$ cat config.mk
export PLATFORM = sky130hd
export DESIGN_NAME = gpr_wb_arbiter
export DESIGN_NICKNAME = d
export VERILOG_FILES = /design/src/rtl/gpr_wb_arbiter.sv
export SDC_FILE = /design/constraint.sdc
export NUM_CORES = 1
export LEC_CHECK = 0
export CAP_MARGIN = 15
export CORE_MARGIN = 10
export CORE_UTILIZATION = 46
export DETAILED_ROUTE_END_ITERATION = 6
export HOLD_SLACK_MARGIN = 0.05
export PLACE_DENSITY = 0.87
export SYNTH_ARGS = -nofsm -noshare
export SYNTH_HDL_FRONTEND = slang
export SYNTH_SLANG_ARGS = --single-unit
$ cat constraint.sdc
create_clock -name clk -period 5.45 [get_ports clk]
set_input_delay 1.09 -clock clk [delete_from_list [all_inputs] [get_ports clk]]
set_output_delay 1.09 -clock clk [all_outputs]
set_load 0.05 [all_outputs]
$ cat src/rtl/gpr_wb_arbiter.sv
`default_nettype none
// ============================================================================
// Module   : gpr_wb_arbiter
// Purpose  : Shares the GPR write port between pipeline WB and the long-latency
//            unit, tracks pending long-unit destinations and flags ID hazards.
// Revision : 1.0 - initial release
// ============================================================================
module gpr_wb_arbiter #(
  parameter int ADDR_W     = 5,
  parameter int DATA_W     = 32,
  parameter int STARVE_MAX = 4
) (
  input  logic              clk,
  input  logic              reset,
  input  logic              pipe_we_,
  input  logic [ADDR_W-1:0] pipe_addr,
  input  logic [DATA_W-1:0] pipe_data,
  input  logic              lu_issue,
  input  logic [ADDR_W-1:0] lu_issue_rd,
  input  logic              lu_req,
  input  logic [ADDR_W-1:0] lu_rd,
  input  logic [DATA_W-1:0] lu_data,
  output logic              lu_ack,
  input  logic [ADDR_W-1:0] id_rs1,
  input  logic [ADDR_W-1:0] id_rs2,
  input  logic [ADDR_W-1:0] id_rd,
  output logic              hazard,
  output logic              pipe_stall,
  output logic              gpr_we_,
  output logic [ADDR_W-1:0] gpr_wr_addr,
  output logic [DATA_W-1:0] gpr_wr_data
);

  localparam int         c_NREG       = 1 << ADDR_W;
  localparam logic [3:0] c_STARVE_MAX = 4'(STARVE_MAX);

  typedef enum logic [0:0] {
    ST_ARB   = 1'b0,
    ST_FORCE = 1'b1
  } state_t;

  state_t              r_state;
  state_t              w_state_nxt;
  logic [3:0]          r_starve_cnt;
  logic [3:0]          w_starve_nxt;
  logic [c_NREG-1:0]   r_pending;
  logic [c_NREG-1:0]   w_pending_nxt;

  logic                w_pipe_v;
  logic                w_lu_v;
  logic                w_pipe_grant;
  logic                w_ack;
  logic                w_stall;
  logic                w_we_n;
  logic [ADDR_W-1:0]   w_addr;
  logic [DATA_W-1:0]   w_data;
  logic                w_haz_rs1;
  logic                w_haz_rs2;
  logic                w_haz_rd;

  assign w_pipe_v = !pipe_we_ && (pipe_addr != '0);
  assign w_lu_v   = lu_req && (lu_rd != '0);

  always_ff @(posedge clk or negedge reset) begin
    if (!reset) begin
      r_state      <= ST_ARB;
      r_starve_cnt <= '0;
      r_pending    <= '0;
    end else begin
      r_state      <= w_state_nxt;
      r_starve_cnt <= w_starve_nxt;
      r_pending    <= w_pending_nxt;
    end
  end

  always_comb begin
    w_state_nxt  = r_state;
    w_starve_nxt = r_starve_cnt;
    w_pipe_grant = 1'b0;
    w_ack        = 1'b0;
    w_stall      = 1'b0;
    w_we_n       = 1'b1;
    w_addr       = '0;
    w_data       = '0;
    case (r_state)
      ST_ARB: begin
        if (w_pipe_v) begin
          w_pipe_grant = 1'b1;
          w_we_n       = 1'b0;
          w_addr       = pipe_addr;
          w_data       = pipe_data;
        end else if (lu_req) begin
          // A request to r0 is acknowledged but never reaches the register file
          w_ack = 1'b1;
          if (w_lu_v) begin
            w_we_n = 1'b0;
            w_addr = lu_rd;
            w_data = lu_data;
          end
        end
        w_starve_nxt = (lu_req && !w_ack) ? r_starve_cnt + 4'd1 : 4'd0;
        if (w_starve_nxt == c_STARVE_MAX) begin
          w_state_nxt = ST_FORCE;
        end
      end
      ST_FORCE: begin
        w_stall = w_pipe_v;
        if (lu_req) begin
          w_ack = 1'b1;
          if (w_lu_v) begin
            w_we_n = 1'b0;
            w_addr = lu_rd;
            w_data = lu_data;
          end
        end
        w_starve_nxt = 4'd0;
        w_state_nxt  = ST_ARB;
      end
      default: begin
        w_state_nxt  = ST_ARB;
        w_starve_nxt = 4'd0;
      end
    endcase
  end

  // Clear first so that a same-cycle issue to the acked register stays pending
  always_comb begin
    w_pending_nxt = r_pending;
    if (w_ack && (lu_rd != '0)) begin
      w_pending_nxt[lu_rd] = 1'b0;
    end
    if (lu_issue && (lu_issue_rd != '0)) begin
      w_pending_nxt[lu_issue_rd] = 1'b1;
    end
  end

  // A same-cycle ack is bypassed to the reader by the register file
  assign w_haz_rs1 = (id_rs1 != '0) && r_pending[id_rs1] && !(w_ack && (lu_rd == id_rs1));
  assign w_haz_rs2 = (id_rs2 != '0) && r_pending[id_rs2] && !(w_ack && (lu_rd == id_rs2));
  assign w_haz_rd  = (id_rd  != '0) && r_pending[id_rd]  && !(w_ack && (lu_rd == id_rd));

  assign hazard      = reset && (w_haz_rs1 || w_haz_rs2 || w_haz_rd);
  assign lu_ack      = reset && w_ack;
  assign pipe_stall  = reset && w_stall;
  assign gpr_we_     = !reset || w_we_n;
  assign gpr_wr_addr = reset ? w_addr : '0;
  assign gpr_wr_data = reset ? w_data : '0;

  a_no_waw: assert property (@(posedge clk) disable iff (!reset)
    !(w_pipe_grant && r_pending[pipe_addr]));

  a_no_r0_write: assert property (@(posedge clk) disable iff (!reset)
    gpr_we_ || (gpr_wr_addr != '0));

endmodule
`default_nettype wire

# Word-level counts from Yosys, hierarchy flattened
# Index checks and enable logic that the tools add are counted.
# totals
regBits	37
latchBits	0
ram_bits	0
mem_bits_ro	0
in_bits	99
out_inout_bits	41
mem_count	0
# op_classes
add_sub_neg	1
multipliers	0
n_div	0
order_cmp	7
eq_ne	4
n_shift	0
n_mux	35
bitwise	4
n_reduce_logical	34
# ops
operator	n
32-bit 2-to-1 mux	6
32-bit case mux with 2 select lines	1
32-bit bitwise AND	1
32-bit NOT	1
32-bit bitwise OR	1
5-bit by 6-bit < comparator with 1-bit output (second input constant)	5
5-bit nonzero test	6
5-bit 2-to-1 mux	4
1-bit logical AND	19
1-bit binary-select mux with 5-bit select	3
5-bit == test	3
1-bit 2-to-1 mux	13
1-bit demux with 5-bit select	2
5-bit by 1-bit greater-or-equal comparator with 1-bit output (second input constant)	2
5-bit case mux with 2 select lines	1
4-bit case mux with 2 select lines	1
1-bit zero test	6
1-bit case mux with 2 select lines	3
4-bit by 1-bit adder with 4-bit output (second input constant)	1
4-bit by 3-bit == test with 1-bit output (second input constant)	1
4-bit 2-to-1 mux	1
1-bit logical OR	3
1-bit NOT	1

# Longest topological paths before layout
# Gate-level depths: netlist (run 1).
# logic_depth
word_depth	11
depth_mapped	8
ltp_nobuf	5

# Least setup slack after synthesis (run 1)
# Ideal clock, no wire load.
# synth_path
path_type	in2out
startpoint	input pipe_addr[3]
endpoint	output gpr_we_
t_arrival_ns	3.055
required_time_ns	4.360
slack_ns	1.305
cell_stages	5
n_path_buf	2
path_cell_list	nor3_1 a211oi_1 clkbuf_1 clkbuf_1 o21ai_0
# synth_between
elab_chain_cells	5
# synth_lines
element	line_no	source
from (decl)	16	input logic [ADDR_W-1:0] pipe_addr,
5-bit nonzero test	61	assign w_pipe_v = !pipe_we_ && (pipe_addr != '0);
1-bit logical AND	61	
1-bit 2-to-1 mux	87	if (w_pipe_v) begin
1-bit case mux with 2 select lines	85	case (r_state)
1-bit logical OR	145	assign gpr_we_ = !reset || w_we_n;
to (decl)	29	output logic gpr_we_,
# No other way between the ends.

# Final worst setup path (run 1)
# layout_path
startpoint	input id_rd[0]
endpoint	output hazard
# layout_between
elab_chain_cells	6
# layout_lines
element	line_no	source
from (decl)	26	input logic [ADDR_W-1:0] id_rd,
1-bit binary-select mux with 5-bit select or 5-bit == test (tied branches)	140	assign w_haz_rd = (id_rd != '0) && r_pending[id_rd] && !(w_ack && (lu_rd == id_rd));
1-bit 2-to-1 mux (not written as such) or 1-bit logical AND (tied branches)	140	
1-bit logical AND or 1-bit zero test (tied branches)	140	
1-bit logical AND (*)	140	
1-bit logical OR (*)	142	assign hazard = reset && (w_haz_rs1 || w_haz_rs2 || w_haz_rd);
1-bit logical AND (*)	142	
to (decl)	27	output logic hazard,
# Every way passes the cells marked *; elsewhere a longest branch is shown, timed or not. The select of a mux whose other input is x is not followed.

==> impl_results.md, run 1 <==
- Status: complete, no violations
- Peak VDD IR: approximately 0.00017 V
- Crit path DAT: between 4 and 5 ns
- Post-route setup slack: ~0.32 ns
- Max Slew Vio Count: 0
- Crit-path slowest cell: clkdlybuf4s50_1
- Final Skew: between 0.006 and 0.007 ns
- Synth warnings: 0
- 1st-pass router iterations: 5
- Drt drc: 0
- Worst-path fanout max: 9
- Post-CTS Hold Fix Bufs: 0
- Layout filler cell count: ~480
- Largest area contributor in the netlist: dfrtp_1
- Post-Syn Instances: 345
- Vias: 3611
- # port buffers: between 100 and 150
- Die Wd: roughly 100 um
- Via-to-Cell Ratio: about 6.5
- First-pass GRT wire length: 19700 um
- Nets: ~570
- WL/cell: 24.0 um
- Area contributors post-synth: dfrtp_1 (29%), mux4_2 (12%), a22oi_1 (8.9%), o21ai_0 (7.7%), nor2_1 (5.7%)
- Inserted Clock Buffers: 5
- Clock buffer depth: 2
- Cts repair resizes: 0
- Register area share after synthesis: about 29%
- Design area: approximately 4800 sq um
- Post-synth EDFFs: 0
- Top_reg_cell synth: dfrtp_1
- Syn-to-layout area delta: 52.3%
- Setup CP Type: input pin to output pin
- Final wirelength: 13300 um
- Final ANT Viol Nets: 0
- Net Count, Synth: around 450
- H-tree level count: 2
- Place WS: between 0.3 and 0.4 ns
- Slew @ Worst Pin: 0.994 ns
- Diode count: 0
- Sink Count: 36
- Setup violations, final: 0
- Reg clk slew, reported paths: 0.07 ns
- Leakage: 1.87 nW
- CP startpoint kind: input pin
- Setup bufs post-CTS: 0
- I/O pin count: 140
- Congestion Overflow GR: 0
- Largest delay share family, worst path: buffers and inverters
- GRT Total Usage: between 20% and 30%
- Syn_area_per_cell: slightly above 9 sq um
- Required time worst endpoint: roughly 4.4 ns
- Final Wtd Congestion: 0.996
- Antenna violations before repair: 0
- CP max stage delay: 0.73 ns
- Vias in the first global route: 3433
- CP Buf/Inv Count: 2
- Pwr dens: 226 nW/um^2
- Util after Layout: 71.1%
- Post-synth ARST share: 100%
- Initial core utilization: between 40 and 50%
- Die area: 10500 sq um
- Leading cell types by count after synthesis: nor2_1 (48), o21ai_0 (48), a22oi_1 (37)
- Setup TNS: 0 ns
- Largest net degree at the start of global routing: 39
- Post-Syn Area: ~3100 sq um
- CTS tree: done
- Hold Crit Class: flip-flop to flip-flop
- Clock Root Buffer: clkbuf_8
- Slew HR: 33.1%
- Die Y-Extent: around 100 um
- Starting DRT DRC Count: 411
- Min cycle time layout: 5.13 ns
- Final Hold Vio Count: 0
- Most used cell, CP: clkdlybuf4s50_1
- Max Fclk: about 190 MHz
- Setup repair after global routing missed its margin: false
- Share of post-route cells with drive strength above 1: between 10% and 20%
- Core Rows: 30
- Pwr Total: about 1.1 mW
- Placed instance area: between 4000 and 5000 sq um
- Synth cell types: between 40 and 50
- Post-synth top area share: between 20% and 30%
- Core area: 6720 sq um
- Post-DP HPWL: 10600 um
- Clock Latency Late Sink: 0.30 ns
- CP cell instances: clkdlybuf4s50_1, mux4_1, mux4_2, and2_0, a31oi_1, o211ai_1, clkdlybuf4s50_1
- Worst Setup End Kind: output pin
- Crit share post-route: 94.2%
- Max_cap viols: 0
- Seq cells post-synth: 36
metrics by stage:
| step | cells | hold slack, ns |
|---|---|---|
| global placement | 546 | 0.458 |
| finish | 554 | 0.480 |
| CTS | 554 | 0.483 |
| detailed placement | 546 | 0.475 |
| global route | 554 | 0.500 |
| floorplan | 345 | 0.444 |
flip-flops by register name, indices dropped and copies added, names as in the netlist:
| name | flops |
|---|---|
| r_pending | 31 |
| r_starve_cnt | 4 |
| r_state | 1 |
kinds of logic after synthesis:
family          Yosys count  synth area share (%)
compound gates          116                  24.0
xor+xnor                 18                  5.02
fa+ha+maj                 1                 0.399
buf+inv                  35                  4.74
flops                    36                  28.7
mux                      32                  19.7
simple gates            107                  17.5
power by group:
part / total, mW / switching [mW] / leakage [nW] / internal [mW]
clock: 0.198 / 0.0946 / 0.0455 / 0.103
combinational: 0.477 / 0.231 / 1.38 / 0.246
sequential: 0.407 / 0.0843 / 0.437 / 0.323
total: 1.08 / 0.410 / 1.87 / 0.672
routing by layer:
layer / wire [um] / global-route usage, %
met1: 4910 / 30.0
met2: 6230 / 38.1
met3: 1580 / 6.30
met4: 584 / 10.6
met5: 0 / 0
worst paths after layout:
check                             endpoint       startpoint  cells past startpoint  slack (ns)
max                                 hazard         id_rd[0]                      7        0.32
min                        r_starve_cnt[0]  r_starve_cnt[0]                      1        0.48
max reg2reg                  r_pending[12]          r_state                      5        3.37
min reg2reg                r_starve_cnt[0]  r_starve_cnt[0]                      1        0.48
max in group asynchronous    r_pending[26]            reset                      2        4.26
min in group asynchronous    r_pending[10]            reset                      1        0.66
placed cells by master (no fill, tap or decap), types with 5 or more instances in the layout:
cell type	Yosys	layout
nand2_1	13	13
nand3b_1	9	9
clkbuf_8	0	6
mux4_1	5	5
xnor2_1	8	8
xor2_1	10	10
mux4_2	17	17
buf_4	0	29
inv_1	6	6
mux2i_1	8	8
dfrtp_1	36	36
nand3_1	8	8
o21ai_0	48	48
clkdlybuf4s50_1	0	106
o2bb2ai_1	5	5
nor2_1	48	48
buf_12	0	14
a22oi_1	37	37
nand4b_1	5	5
worst reg2reg max path: cells and delay by family (launching register included):
| kind | cells | cell delay [ns] |
|---|---|---|
| AOI/OAI and AO/OA | 3 | 0.50 |
| and+or+nand+nor | 2 | 1.00 |
| DFF | 1 | 0.46 |
cell type report:
cell class | count | area, sq um | area share (%)
Clock buffer | 8 | 90.1 | 1.89
Multi-Input combinational cell | 274 | 2100 | 44.0
Tap cell | 80 | 100 | 2.09
Inverter | 6 | 22.5 | 0.471
Timing Repair Buffer | 150 | 1560 | 32.7
Sequential cell | 36 | 901 | 18.9
Note: power is estimated with default switching activity, not from simulation.
==> run 2, diff against run 1 <==
- SKIP_CTS_REPAIR_TIMING: not set -> 1
==> results of run 2 <==
Same layout as run 1: the final DEF is identical, and so are final timing and power.
==> run 3, diff against run 2 <==
- CAP_MARGIN: 15 -> 20
- CORE_UTILIZATION: 46 -> 40
- HOLD_SLACK_MARGIN: 0.05 -> not set
- PLACE_DENSITY: 0.87 -> 0.77
==> impl_results.md, run 3 (synthesis results as in run 1) <==
- Status: complete, no violations (unchanged)
- Die Y-Extent: 109 um (was 103 um)
- Commonest cells after routing, fill and taps aside: clkdlybuf4s50_1 (106), nor2_1 (48), o21ai_0 (48), a22oi_1 (37), dfrtp_1 (36) (unchanged)
- Leakage: 1.92 nW (was 1.87 nW)
- Dpl cells: 566 (was 546)
- Slew @ Worst Pin: 0.674 ns (was 0.994 ns)
- Post-route setup slack: 0.335 ns (was 0.317 ns)
- CP startpoint kind: input pin (unchanged)
- Via-to-Cell Ratio: 6.19 (was 6.52)
- Worst-path fanout max: 9 (unchanged)
- Diode count: 0 (unchanged)
- First-pass GRT wire length: 20400 um (was 19700 um)
- Design area: 5020 sq um (was 4780 sq um)
- Share of post-route cells with drive strength above 1: 16.3% (was 16.0%)
- Antenna violations before repair: 0 (unchanged)
- Min cycle time layout: 5.11 ns (was 5.13 ns)
- Clock Latency Late Sink: 0.30 ns (about the same)
- Final ANT Viol Nets: 0 (unchanged)
- Crit path DAT: 4.02 ns (was 4.04 ns)
- # port buffers: 139 (unchanged)
- Setup repair after global routing missed its margin: false (unchanged)
- Clock Root Buffer: clkbuf_8 (unchanged)
- CP cell instances: clkdlybuf4s50_1, mux4_1, mux4_2, and2_0, a31oi_1, o211ai_1, clkdlybuf4s50_1 (unchanged)
- Vias: 3562 (was 3611)
- Clock buffer depth: 2 (unchanged)
- Routed wl met3: 1360 um (was 1580 um)
- Starting DRT DRC Count: 477 (was 411)
- Worst Setup End Kind: output pin (unchanged)
- Reg2Reg Launch Point: r_state (unchanged)
- Final Skew: 0.0107 ns (was 0.00668 ns)
- Final Wtd Congestion: 0.941 (was 0.996)
- Drt drc: 0 (unchanged)
- Most used cell, CP: clkdlybuf4s50_1 (unchanged)
- GRT Total Usage: 22.0% (was 24.0%)
- Crit share post-route: 93.9% (was 94.2%)
- CP max stage delay: 0.75 ns (was 0.73 ns)
- Biggest regs: r_pending (31), r_starve_cnt (4), r_state (1) (unchanged)
- Sink Count: 36 (unchanged)
- Max Fclk: 196 MHz (was 195 MHz)
- Most flop-heavy register: r_pending (unchanged)
- Number of flip-flops in the largest register: 31 (unchanged)
- Vias in the first global route: 3343 (was 3433)
- Reg clk slew, reported paths: 0.07 ns (about the same)
- Place WS: 0.332 ns (was 0.328 ns)
- Placed instance area: 4930 sq um (was 4690 sq um)
- Hold Startpoint: r_starve_cnt[0] (unchanged)
- Commonest non-fill, non-tap cell in the layout: clkdlybuf4s50_1 (unchanged)
- Setup CP Type: input pin to output pin (unchanged)
- Pwr Total: 1.09 mW (was 1.08 mW)
- CTS tree: done (unchanged)
- Crit-path slowest cell: clkdlybuf4s50_1 (unchanged)
- Core area: 7690 sq um (was 6720 sq um)
- I/O pin count: 140 (unchanged)
- R2R cell count: 6 (was 5)
- Hold depth: 1 (unchanged)
- R2R setup slack: 3.55 ns (was 3.37 ns)
- Setup TNS: 0 ns (unchanged)
- Top Metal Used: met4 (unchanged)
- Hold Path Sink: r_starve_cnt[0] (unchanged)
- M1 WL: 5330 um (was 4910 um)
- Nets: 572 (was 573)
- Pwr dens: 217 nW/um^2 (was 226 nW/um^2)
- Slew HR: 55.0% (was 33.1%)
- Met2 wire len: 6670 um (was 6230 um)
- 1st-pass router iterations: 5 (unchanged)
- WL/cell: 23.5 um (was 24.0 um)
- Congestion Overflow GR: 0 (unchanged)
- Die area: 11800 sq um (was 10500 sq um)
- Required time worst endpoint: 4.36 ns (about the same)
- Initial core utilization: 40.8% (was 46.7%)
- Final wirelength: 13500 um (was 13300 um)
- Core Rows: 32 (was 30)
- Final cell count without fillers: 575 (was 554)
- Post-DP HPWL: 10700 um (was 10600 um)
- Max_cap viols: 0 (unchanged)
- Syn-to-layout area delta: 59.9% (was 52.3%)
- Worst r2r dst: r_pending[12] (unchanged)
- Largest net degree at the start of global routing: 41 (was 39)
- Setup violations, final: 0 (unchanged)
- Hold Crit Class: flip-flop to flip-flop (unchanged)
- Inserted Clock Buffers: 5 (unchanged)
- Max Slew Vio Count: 0 (unchanged)
- H-tree level count: 2 (unchanged)
- Die Wd: 109 um (was 103 um)
- Peak VDD IR: 0.000187 V (was 0.000166 V)
- Final Hold Vio Count: 0 (unchanged)
==> run 3: power breakdown <==
part           leakage [nW]  switching, mW  internal (mW)
combinational          1.44          0.225          0.264
sequential            0.437         0.0853          0.323
clock                0.0479          0.101         0.0890
total                  1.92          0.411          0.676
==> run 3: worst max path at each step <==
stage          cells past startpoint  endpoint  slack [ns]    startpoint
6_report                           7    hazard        0.34      id_rd[0]
3_3_place_gp                       7    hazard        0.35      id_rd[0]
3_5_place_dp                       7    hazard        0.33      id_rd[0]
5_1_grt                            7    hazard        0.20      id_rd[0]
2_1_floorplan                      5   gpr_we_        1.31  pipe_addr[3]
4_1_cts                            7    hazard        0.32      id_rd[0]
==> run 3: worst max-delay path: cells and delay by family <==
kind / cells / cell delay, ns
multiplexers: 2 / 1.06
AO/OA/AOI/OAI: 2 / 0.23
buffers and inverters: 2 / 1.47
AND/OR/NAND/NOR: 1 / 0.16
==> run 3: final cells by class <==
| type | instances | area (sq um) |
|---|---|---|
| clock buffers | 5 | 68.8 |
| clock inverters | 3 | 18.8 |
| fillers | 612 | 2670 |
| inverters | 6 | 22.5 |
| multi-input cells | 274 | 2100 |
| flip-flops and latches | 36 | 901 |
| well taps | 102 | 128 |
| repair buffers | 149 | 1780 |
==> run 3: routing by layer <==
metal  up-vias  global-route usage (%)
li1       1582                       -
met1      1752                    29.7
met2       213                    35.4
met3        15                    4.40
met4         0                    5.18
met5         -                       0
==> run 3: per-stage QoR <==
stage / hold WS [ns] / util [%]
floorplan: 0.444 / -
global placement: 0.459 / 64.1
detailed placement: 0.482 / 64.1
CTS: 0.493 / 65.2
global route: 0.524 / 65.3
finish: 0.495 / 65.3
